File: src/rtl/apb_bus_pkg.sv
// ----------------------------------------------------------------------------
// apb_bus_pkg : shared FSM encoding, default address map and GPIO slot numbers.
// Revision 1.0
// ----------------------------------------------------------------------------
`default_nettype none

package apb_bus_pkg;

  typedef enum logic [1:0] {
    IDLE   = 2'd0,
    SETUP  = 2'd1,
    ACCESS = 2'd2,
    DONE   = 2'd3
  } state_e;

  localparam logic [31:0] DEF_BASE_ADDR = 32'h1000_0000;
  localparam int unsigned DEF_SLV_SHIFT = 12;

  localparam int unsigned GPIOA = 0;
  localparam int unsigned GPIOB = 1;
  localparam int unsigned GPIOC = 2;
  localparam int unsigned GPIOD = 3;

endpackage

`default_nettype wire

File: src/rtl/apb_addr_decoder.sv
// ----------------------------------------------------------------------------
// apb_addr_decoder : combinational region-hit and slot-index decode.
// Revision 1.0
// ----------------------------------------------------------------------------
`default_nettype none

module apb_addr_decoder
  import apb_bus_pkg::*;
#(
  parameter int unsigned NUM_SLV   = 4,
  parameter logic [31:0] BASE_ADDR = DEF_BASE_ADDR,
  parameter int unsigned SLV_SHIFT = DEF_SLV_SHIFT
) (
  input  logic [31:0]                addr,
  output logic                       hit,
  output logic [$clog2(NUM_SLV)-1:0] idx
);

  localparam int unsigned IDX_W   = $clog2(NUM_SLV);
  localparam int unsigned TAG_LSB = SLV_SHIFT + IDX_W;

  assign hit = (addr >> TAG_LSB) == (BASE_ADDR >> TAG_LSB);
  assign idx = addr[SLV_SHIFT +: IDX_W];

endmodule

`default_nettype wire

File: src/rtl/apb_bus_ctrl.sv
// ----------------------------------------------------------------------------
// apb_bus_ctrl : CPU data port to APB GPIO slots; APB_TIMEOUT_EN bounds ACCESS.
// Revision 1.0
// ----------------------------------------------------------------------------
`default_nettype none

module apb_bus_ctrl
  import apb_bus_pkg::*;
#(
  parameter int unsigned NUM_SLV   = 4,
  parameter logic [31:0] BASE_ADDR = DEF_BASE_ADDR,
  parameter int unsigned SLV_SHIFT = DEF_SLV_SHIFT,
  parameter int unsigned TIMEOUT   = 16
) (
  input  logic                   clk,
  input  logic                   reset,
  input  logic                   req,
  input  logic                   we,
  input  logic [31:0]            addr,
  input  logic [31:0]            wdata,
  output logic [31:0]            rdata,
  output logic                   ready,
  output logic                   err,
  output logic                   busy,
  output logic [NUM_SLV-1:0]     PSEL,
  output logic                   PENABLE,
  output logic                   PWRITE,
  output logic [SLV_SHIFT-1:0]   PADDR,
  output logic [31:0]            PWDATA,
  input  logic [NUM_SLV*32-1:0]  PRDATA,
  input  logic [NUM_SLV-1:0]     PREADY,
  input  logic [NUM_SLV-1:0]     PSLVERR
);

  localparam int unsigned IDX_W = $clog2(NUM_SLV);

  if (NUM_SLV < 2 || TIMEOUT == 0) begin : g_bad_cfg
    $error("apb_bus_ctrl: NUM_SLV must be >= 2 and TIMEOUT >= 1");
  end

  state_e           state_q;
  logic [IDX_W-1:0] idx_q;
  logic             dec_hit;
  logic [IDX_W-1:0] dec_idx;
  logic             acc_done_d;
  logic             acc_err_d;
  logic [31:0]      acc_rdata_d;

`ifdef APB_TIMEOUT_EN
  localparam int unsigned CNT_W = ($clog2(TIMEOUT + 1) > 5) ? $clog2(TIMEOUT + 1) : 5;
  logic [CNT_W-1:0] cnt_q;
`endif

  apb_addr_decoder #(
    .NUM_SLV   (NUM_SLV),
    .BASE_ADDR (BASE_ADDR),
    .SLV_SHIFT (SLV_SHIFT)
  ) u_dec (
    .addr (addr),
    .hit  (dec_hit),
    .idx  (dec_idx)
  );

  // Completion of the ACCESS phase: selected slave ready, or the wait budget ran out.
  always_comb begin
    acc_done_d  = PREADY[idx_q];
    acc_err_d   = PSLVERR[idx_q];
    acc_rdata_d = PWRITE ? 32'd0 : PRDATA[idx_q*32 +: 32];
`ifdef APB_TIMEOUT_EN
    if (!PREADY[idx_q] && (cnt_q == CNT_W'(TIMEOUT - 1))) begin
      acc_done_d  = 1'b1;
      acc_err_d   = 1'b1;
      acc_rdata_d = 32'd0;
    end
`endif
  end

  always_ff @(posedge clk or negedge reset) begin
    if (!reset) begin
      state_q <= IDLE;
      idx_q   <= '0;
      PSEL    <= '0;
      PENABLE <= 1'b0;
      PWRITE  <= 1'b0;
      PADDR   <= '0;
      PWDATA  <= '0;
      rdata   <= '0;
      ready   <= 1'b0;
      err     <= 1'b0;
      busy    <= 1'b0;
`ifdef APB_TIMEOUT_EN
      cnt_q   <= '0;
`endif
    end else begin
      ready <= 1'b0;
      case (state_q)
        IDLE: begin
          if (req && dec_hit) begin
            state_q <= SETUP;
            idx_q   <= dec_idx;
            PSEL    <= {{(NUM_SLV-1){1'b0}}, 1'b1} << dec_idx;
            PWRITE  <= we;
            PADDR   <= addr[SLV_SHIFT-1:0];
            PWDATA  <= wdata;
            busy    <= 1'b1;
          end else if (req) begin
            state_q <= DONE;
            ready   <= 1'b1;
            err     <= 1'b1;
            rdata   <= '0;
          end
        end
        SETUP: begin
          state_q <= ACCESS;
          PENABLE <= 1'b1;
`ifdef APB_TIMEOUT_EN
          cnt_q   <= '0;
`endif
        end
        ACCESS: begin
          if (acc_done_d) begin
            state_q <= DONE;
            PSEL    <= '0;
            PENABLE <= 1'b0;
            busy    <= 1'b0;
            ready   <= 1'b1;
            err     <= acc_err_d;
            rdata   <= acc_rdata_d;
          end
`ifdef APB_TIMEOUT_EN
          else begin
            cnt_q <= cnt_q + 1'b1;
          end
`endif
        end
        DONE:    state_q <= IDLE;
        default: state_q <= IDLE;
      endcase
    end
  end

endmodule

`default_nettype wire

File: config.mk
export PLATFORM = sky130hd
export DESIGN_NAME = apb_bus_ctrl
export DESIGN_NICKNAME = d
export VERILOG_FILES = /design/src/rtl/apb_bus_pkg.sv /design/src/rtl/apb_addr_decoder.sv /design/src/rtl/apb_bus_ctrl.sv
export SDC_FILE = /design/constraint.sdc
export NUM_CORES = 1
export LEC_CHECK = 0
export BUFFER_PORTS_ARGS = -buffer_cell sky130_fd_sc_hd__buf_2
export CAP_MARGIN = 20
export CORE_ASPECT_RATIO = 1.5
export CORE_MARGIN = 4
export CORE_UTILIZATION = 40
export CTS_BUF_LIST = sky130_fd_sc_hd__clkbuf_2 sky130_fd_sc_hd__clkbuf_4 sky130_fd_sc_hd__clkbuf_8
export CTS_CLUSTER_SIZE = 16
export DETAILED_ROUTE_END_ITERATION = 8
export GPL_TIMING_DRIVEN = 0
export PLACE_DENSITY = 0.77
export SLEW_MARGIN = 5
export SYNTH_ARGS = -nofsm -noshare
export SYNTH_HDL_FRONTEND = slang
export SYNTH_SLANG_ARGS = --single-unit
File: constraint.sdc
create_clock -name clk -period 3.8 [get_ports clk]
set_input_delay 0.38 -clock clk [delete_from_list [all_inputs] [get_ports clk]]
set_output_delay 0.38 -clock clk [all_outputs]
set_load 0.02 [all_outputs]
Word level (Yosys, flattened, before mapping)
Index checks and enable logic that the tools add are counted.
{"block": "totals", "memories": 0, "mem_bits_ro": 0, "inputBits": 204, "word_cells": 60, "latch_bits": 0, "mem_bits_rw": 0, "output_inout_bits": 85, "register_bits": 89}
{"block": "classes", "n_addsub": 0, "order_cmp": 1, "n_div": 0, "bitwise_logic": 0, "shifts": 2, "reduce_logical": 9, "eq_ne": 9, "mul": 0, "muxes": 28}
{"op": "$mux W32", "n": 4}
{"op": "$shiftx A128 B8 Y32", "n": 1}
{"op": "$pmux W32 S2", "n": 1}
{"op": "$eq A18 B15 Y1 const B", "n": 1}
{"op": "$mux W1", "n": 10}
{"op": "$mux W4", "n": 2}
{"op": "$ne A2 B2 Y1 const B", "n": 4}
{"op": "$pmux W1 S2", "n": 4}
{"op": "$pmux W2 S4", "n": 1}
{"op": "$pmux W4 S2", "n": 1}
{"op": "$mux W2", "n": 3}
{"op": "$reduce_and A2 Y1", "n": 3}
{"op": "$bmux W1 S2", "n": 2}
{"op": "$eq A2 B2 Y1 const B", "n": 2}
{"op": "$reduce_and A4 Y1", "n": 1}
{"op": "$reduce_bool A2 Y1", "n": 2}
{"op": "$shl A1 B2 Y4 const A", "n": 1}
{"op": "$lt A2 B3 Y1 const B", "n": 1}
{"op": "$ne A3 B3 Y1 const B", "n": 1}
{"op": "$reduce_and A3 Y1", "n": 1}
{"op": "$eq A2 B1 Y1 const B", "n": 1}
{"op": "$logic_not A2 Y1", "n": 1}
{"op": "$logic_and A1 B1 Y1", "n": 1}

Longest topological paths before layout
{"block": "logic_depth", "word_depth": 4, "ltp_mapped": 9, "ltp_nobuf": 7}

Hierarchy
From an unflattened synthesis, not the netlist that was laid out.
{"block": "hier_totals", "hier_cells": 305, "area_unflattened_um2": 4645.7}
{"mod": "apb_bus_ctrl", "cells_each": 296, "instances": 1, "seq_area_each_um2": 2227.1, "area_per_inst_um2": 4583.1}
{"mod": "apb_addr_decoder", "cells_each": 9, "instances": 1, "seq_area_each_um2": 0.0, "area_per_inst_um2": 62.6}

Least setup slack after synthesis
Ideal clock, no wire load.
{"block": "synth_path", "path_kind": "input to register", "start": "in addr[29]", "end": "reg PADDR[0]", "arrival_ns": 1.772, "path_buffers": 2, "path_stages": 6, "required_time_ns": 3.675, "setup_slack_ns": 1.903, "cell_sequence": "nor4b_1 nand4_1 nor2_1 buf_2 buf_4 mux2_2"}
{"block": "synth_via", "elab_chain_len": 3}
{"item": "from (decl)", "line": "apb_bus_ctrl.sv:19", "source": "input logic [31:0] addr,"}
{"item": "$eq A18 B15 Y1", "line": "apb_addr_decoder.sv:22", "source": "assign hit = (addr >> TAG_LSB) == (BASE_ADDR >> TAG_LSB);"}
{"item": "$logic_and A1 B1 Y1", "line": "apb_bus_ctrl.sv:98", "source": "if (req && dec_hit) begin"}
{"item": "$reduce_and A2 Y1 (no source line)"}
{"item": "to (signal assigned)", "line": "apb_bus_ctrl.sv:103", "source": "PADDR <= addr[SLV_SHIFT-1:0];"}
{"item": "to (decl)", "line": "apb_bus_ctrl.sv:28", "source": "output logic [SLV_SHIFT-1:0] PADDR,"}
Every way passes these cells.
A chain may end at the register's enable or synchronous reset.

Final worst setup path
{"block": "layout_path", "start": "reg state_q[0]", "end": "reg PWDATA[27]"}
{"block": "layout_via", "elab_chain_len": 2}
{"item": "from (decl)", "line": "apb_bus_ctrl.sv:41", "source": "state_e state_q;"}
{"item": "from (signal assigned)", "line": "apb_bus_ctrl.sv:80", "source": "state_q <= IDLE;"}
{"item": "from (signal assigned)", "line": "apb_bus_ctrl.sv:99", "source": "state_q <= SETUP;"}
{"item": "from (signal assigned)", "line": "apb_bus_ctrl.sv:107", "source": "state_q <= DONE;"}
{"item": "$logic_not A2 Y1", "line": "apb_bus_ctrl.sv:96", "source": "case (state_q)"}
{"item": "$reduce_and A2 Y1 (no source line)"}
{"item": "to (signal assigned)", "line": "apb_bus_ctrl.sv:104", "source": "PWDATA <= wdata;"}
{"item": "to (decl)", "line": "apb_bus_ctrl.sv:29", "source": "output logic [31:0] PWDATA,"}
Every way passes these cells.

==> qor.txt <==
Final nets: 839
Reg clk slew, reported paths: 0.09 ns
Max Clk Rate: 0.465 GHz
First DRT Iteration DRCs: 67
worst reg2reg path depth: 7
CTS H-tree depth: 3
post-route setup slack: 1.65 ns
Yosys top cell area share: 50.2%
max-slew violation count: 0
sequential area share after synthesis: 50.2%
CTS buffer count: 9
full die area: 12900 µm²
CP max stage cell: dfrtp_1
1st-pass router iterations: 4
crit start category: register
syn avg cell area: 13.4 µm²
metal2 WL: 7.36 mm
Clock Tree Buf Depth: 2
crit path buf inv count: 3
Netlist cell types: 28
initial core utilization: 41.4%
pwr dens: 543 nW/µm²
hold crit path type: in2reg
# IOs: 289
status: completed
Worst VDD drop: 250 µV
RePlAce Congestion: 0.784
final hold viol count: 0
initial antenna violation count: 1
GR Util All Layers: 20.0%
largest net degree at the start of global routing: 58
CP Data Required Time: 4.04 ns
vias in the first global route: 4208
Vias: 3886
I/O Buffers: 288
fin crit share: 56.6%
Antenna diodes: 0
Max-cap violations: 0
CP endpoint kind: register
WL met1: 4.19 mm
first-pass GRT wire length: 19.8 mm
Fin Setup TNS: 0 ns
top cells by area, synth: dfrtp_1 (50%), mux4_2 (17%), mux2_2 (13%)
CP Launch Point: state_q[0]
post-synth top area cell: dfrtp_1
final WL: 13.0 mm
CP arrival: 2.39 ns
Worst R2R End: PWDATA[27]
core box area: 10700 µm²
layout cell share with drive strength beyond 1: 66.5%
crit path max fanout: 10
RSZ-0062 raised after global routing: no
max incr delay on CP: 0.39 ns
R2R Setup Slk: 1.65 ns
Post-Syn Instances: 332
metal3 WL: 1.16 mm
FP Rows: 46
hpwl dp: 11.0 mm
Fillers: 954
Tmin final: 2.15 ns
Crit path depth: 7
residual DRC count: 0
clk_lat worst skew: 0.35 ns
end of the critical path: PWDATA[27]
Net Count, Synth: 538
worst slack, placed: 1.37 ns
Synth Warn #: 0
clock root buffer: clkbuf_8
ANT nets after route: 0
synthesized area: 4430 µm²
flops & latches, synth: 89
Slew @ Worst Pin: 0.528 ns
DR top layer: met5
CP top delay family: buffers and inverters
reg-to-reg startpoint: state_q[0]
Hold Path Cell Cnt: 2
Die Wd: 94.0 µm
Leak Pwr: 0.00338 µW
Die Ht: 137 µm
CTS tree: done
clk sinks: 89
drt wl/cell: 16.6 µm
setup violators final: 0
Crit Path Class: reg2reg
total grt overflow: 0
Setup Skew: 0.00981 ns
worst-path cell chain: inv_1, ha_1, nand4_1, nor2_1, buf_2, buf_4, mux2_2
Area growth, synth to finish: 42.2%
# resized after CTS: 0
Via-to-Cell Ratio: 4.97
Rel. slew slack: 64.8%
## flip-flops by register name, indices dropped and copies added, names as in the netlist
signal	count
PENABLE	1
state_q	2
err	1
ready	1
idx_q	2
PADDR	12
PWRITE	1
busy	1
PSEL	4
rdata	32
PWDATA	32
## per-layer routing
layer	GRT usage, %	vias up
met5	0	-
li1	-	1805
met2	38.8	206
met3	5.56	24
met4	6.83	2
met1	20.0	1849
## cell usage in the layout, fill, tap and decap left out, drive strengths merged
cell           n
a21oi          1
a22o           1
and3           1
buf          303
bufinv         1
clkbuf        19
clkinv         2
clkinvlp       1
dfrtp         89
dlygate4sd3    1
ha             2
inv            6
mux2          53
mux4          34
nand2         69
nand3          1
nand4          1
nor2           6
nor3           1
nor3b          2
nor4           3
nor4b          1
o21a           2
o21ai         36
o22a           1
o22ai          1
## per-stage QoR
| step | utilization (%) | hold slack, ns | cells | total power, µW | area [µm²] |
|---|---|---|---|---|---|
| 5_1_grt | 58.9 | 0.227 | 782 | 3650 | 6310 |
| 3_5_place_dp | 56.8 | 0.362 | 765 | 2800 | 6090 |
| 4_1_cts | 58.9 | 0.230 | 782 | 3480 | 6310 |
| 2_1_floorplan | - | 0.0844 | 332 | 2240 | 4430 |
| 3_3_place_gp | 56.6 | 0.458 | 764 | 2750 | 6060 |
| 6_report | 58.9 | 0.257 | 782 | 3430 | 6310 |
## Yosys cell counts (all sizes together)
cell    count
dfrtp      89
nand2      69
mux2       53
o21ai      36
mux4       34
buf        14
clkbuf      9
nor2        6
inv         4
nor4        3
ha          2
nor3b       2
o21a        2
a21oi       1
a22o        1
and3        1
nand3       1
nand4       1
nor3        1
nor4b       1
o22a        1
o22ai       1
## where the power goes
part	internal (µW)	switching [µW]
clock network	329	342
logic	579	906
registers	1160	109
## worst min-delay path by stage
stage          startpoint  slack, ns    endpoint
3_3_place_gp     rdata[5]       0.46    rdata[5]
5_1_grt         wdata[16]       0.23  PWDATA[16]
3_5_place_dp        reset       0.36    PADDR[0]
4_1_cts         wdata[25]       0.23  PWDATA[25]
2_1_floorplan       reset       0.08    PADDR[0]
6_report        wdata[25]       0.26  PWDATA[25]
## logic make-up (layout without fill, tap and decap cells)
family                     count (synthesis)  after routing  share of synthesized area [%]
adders and majority gates                  2              2                          0.564
and+or+nand+nor                           85             85                           7.82
buffers and inverters                     27            333                           4.26
muxes                                     87             87                           30.7
DFF                                       89             89                           50.2
AOI/OAI and AO/OA                         42             42                           6.41
## cell type report
class	instances	area [µm²]	share of cell area, %
repair buffers	290	1480	23.5
clock inverters	6	72.6	1.15
inverters	4	15.0	0.238
flip-flops and latches	89	2230	35.3
plain buffers	23	174	2.76
clock buffers	10	138	2.18
well taps	144	180	2.86
multi-input cells	216	2020	32.0
## repair_timing
| item | in CTS | in global routing |
|---|---|---|
| hold endpoints to repair | 32 | 0 |
| buffers inserted | 0 | 0 |
| hold buffers | 1 | 0 |
(Power assumes the default switching activity.)
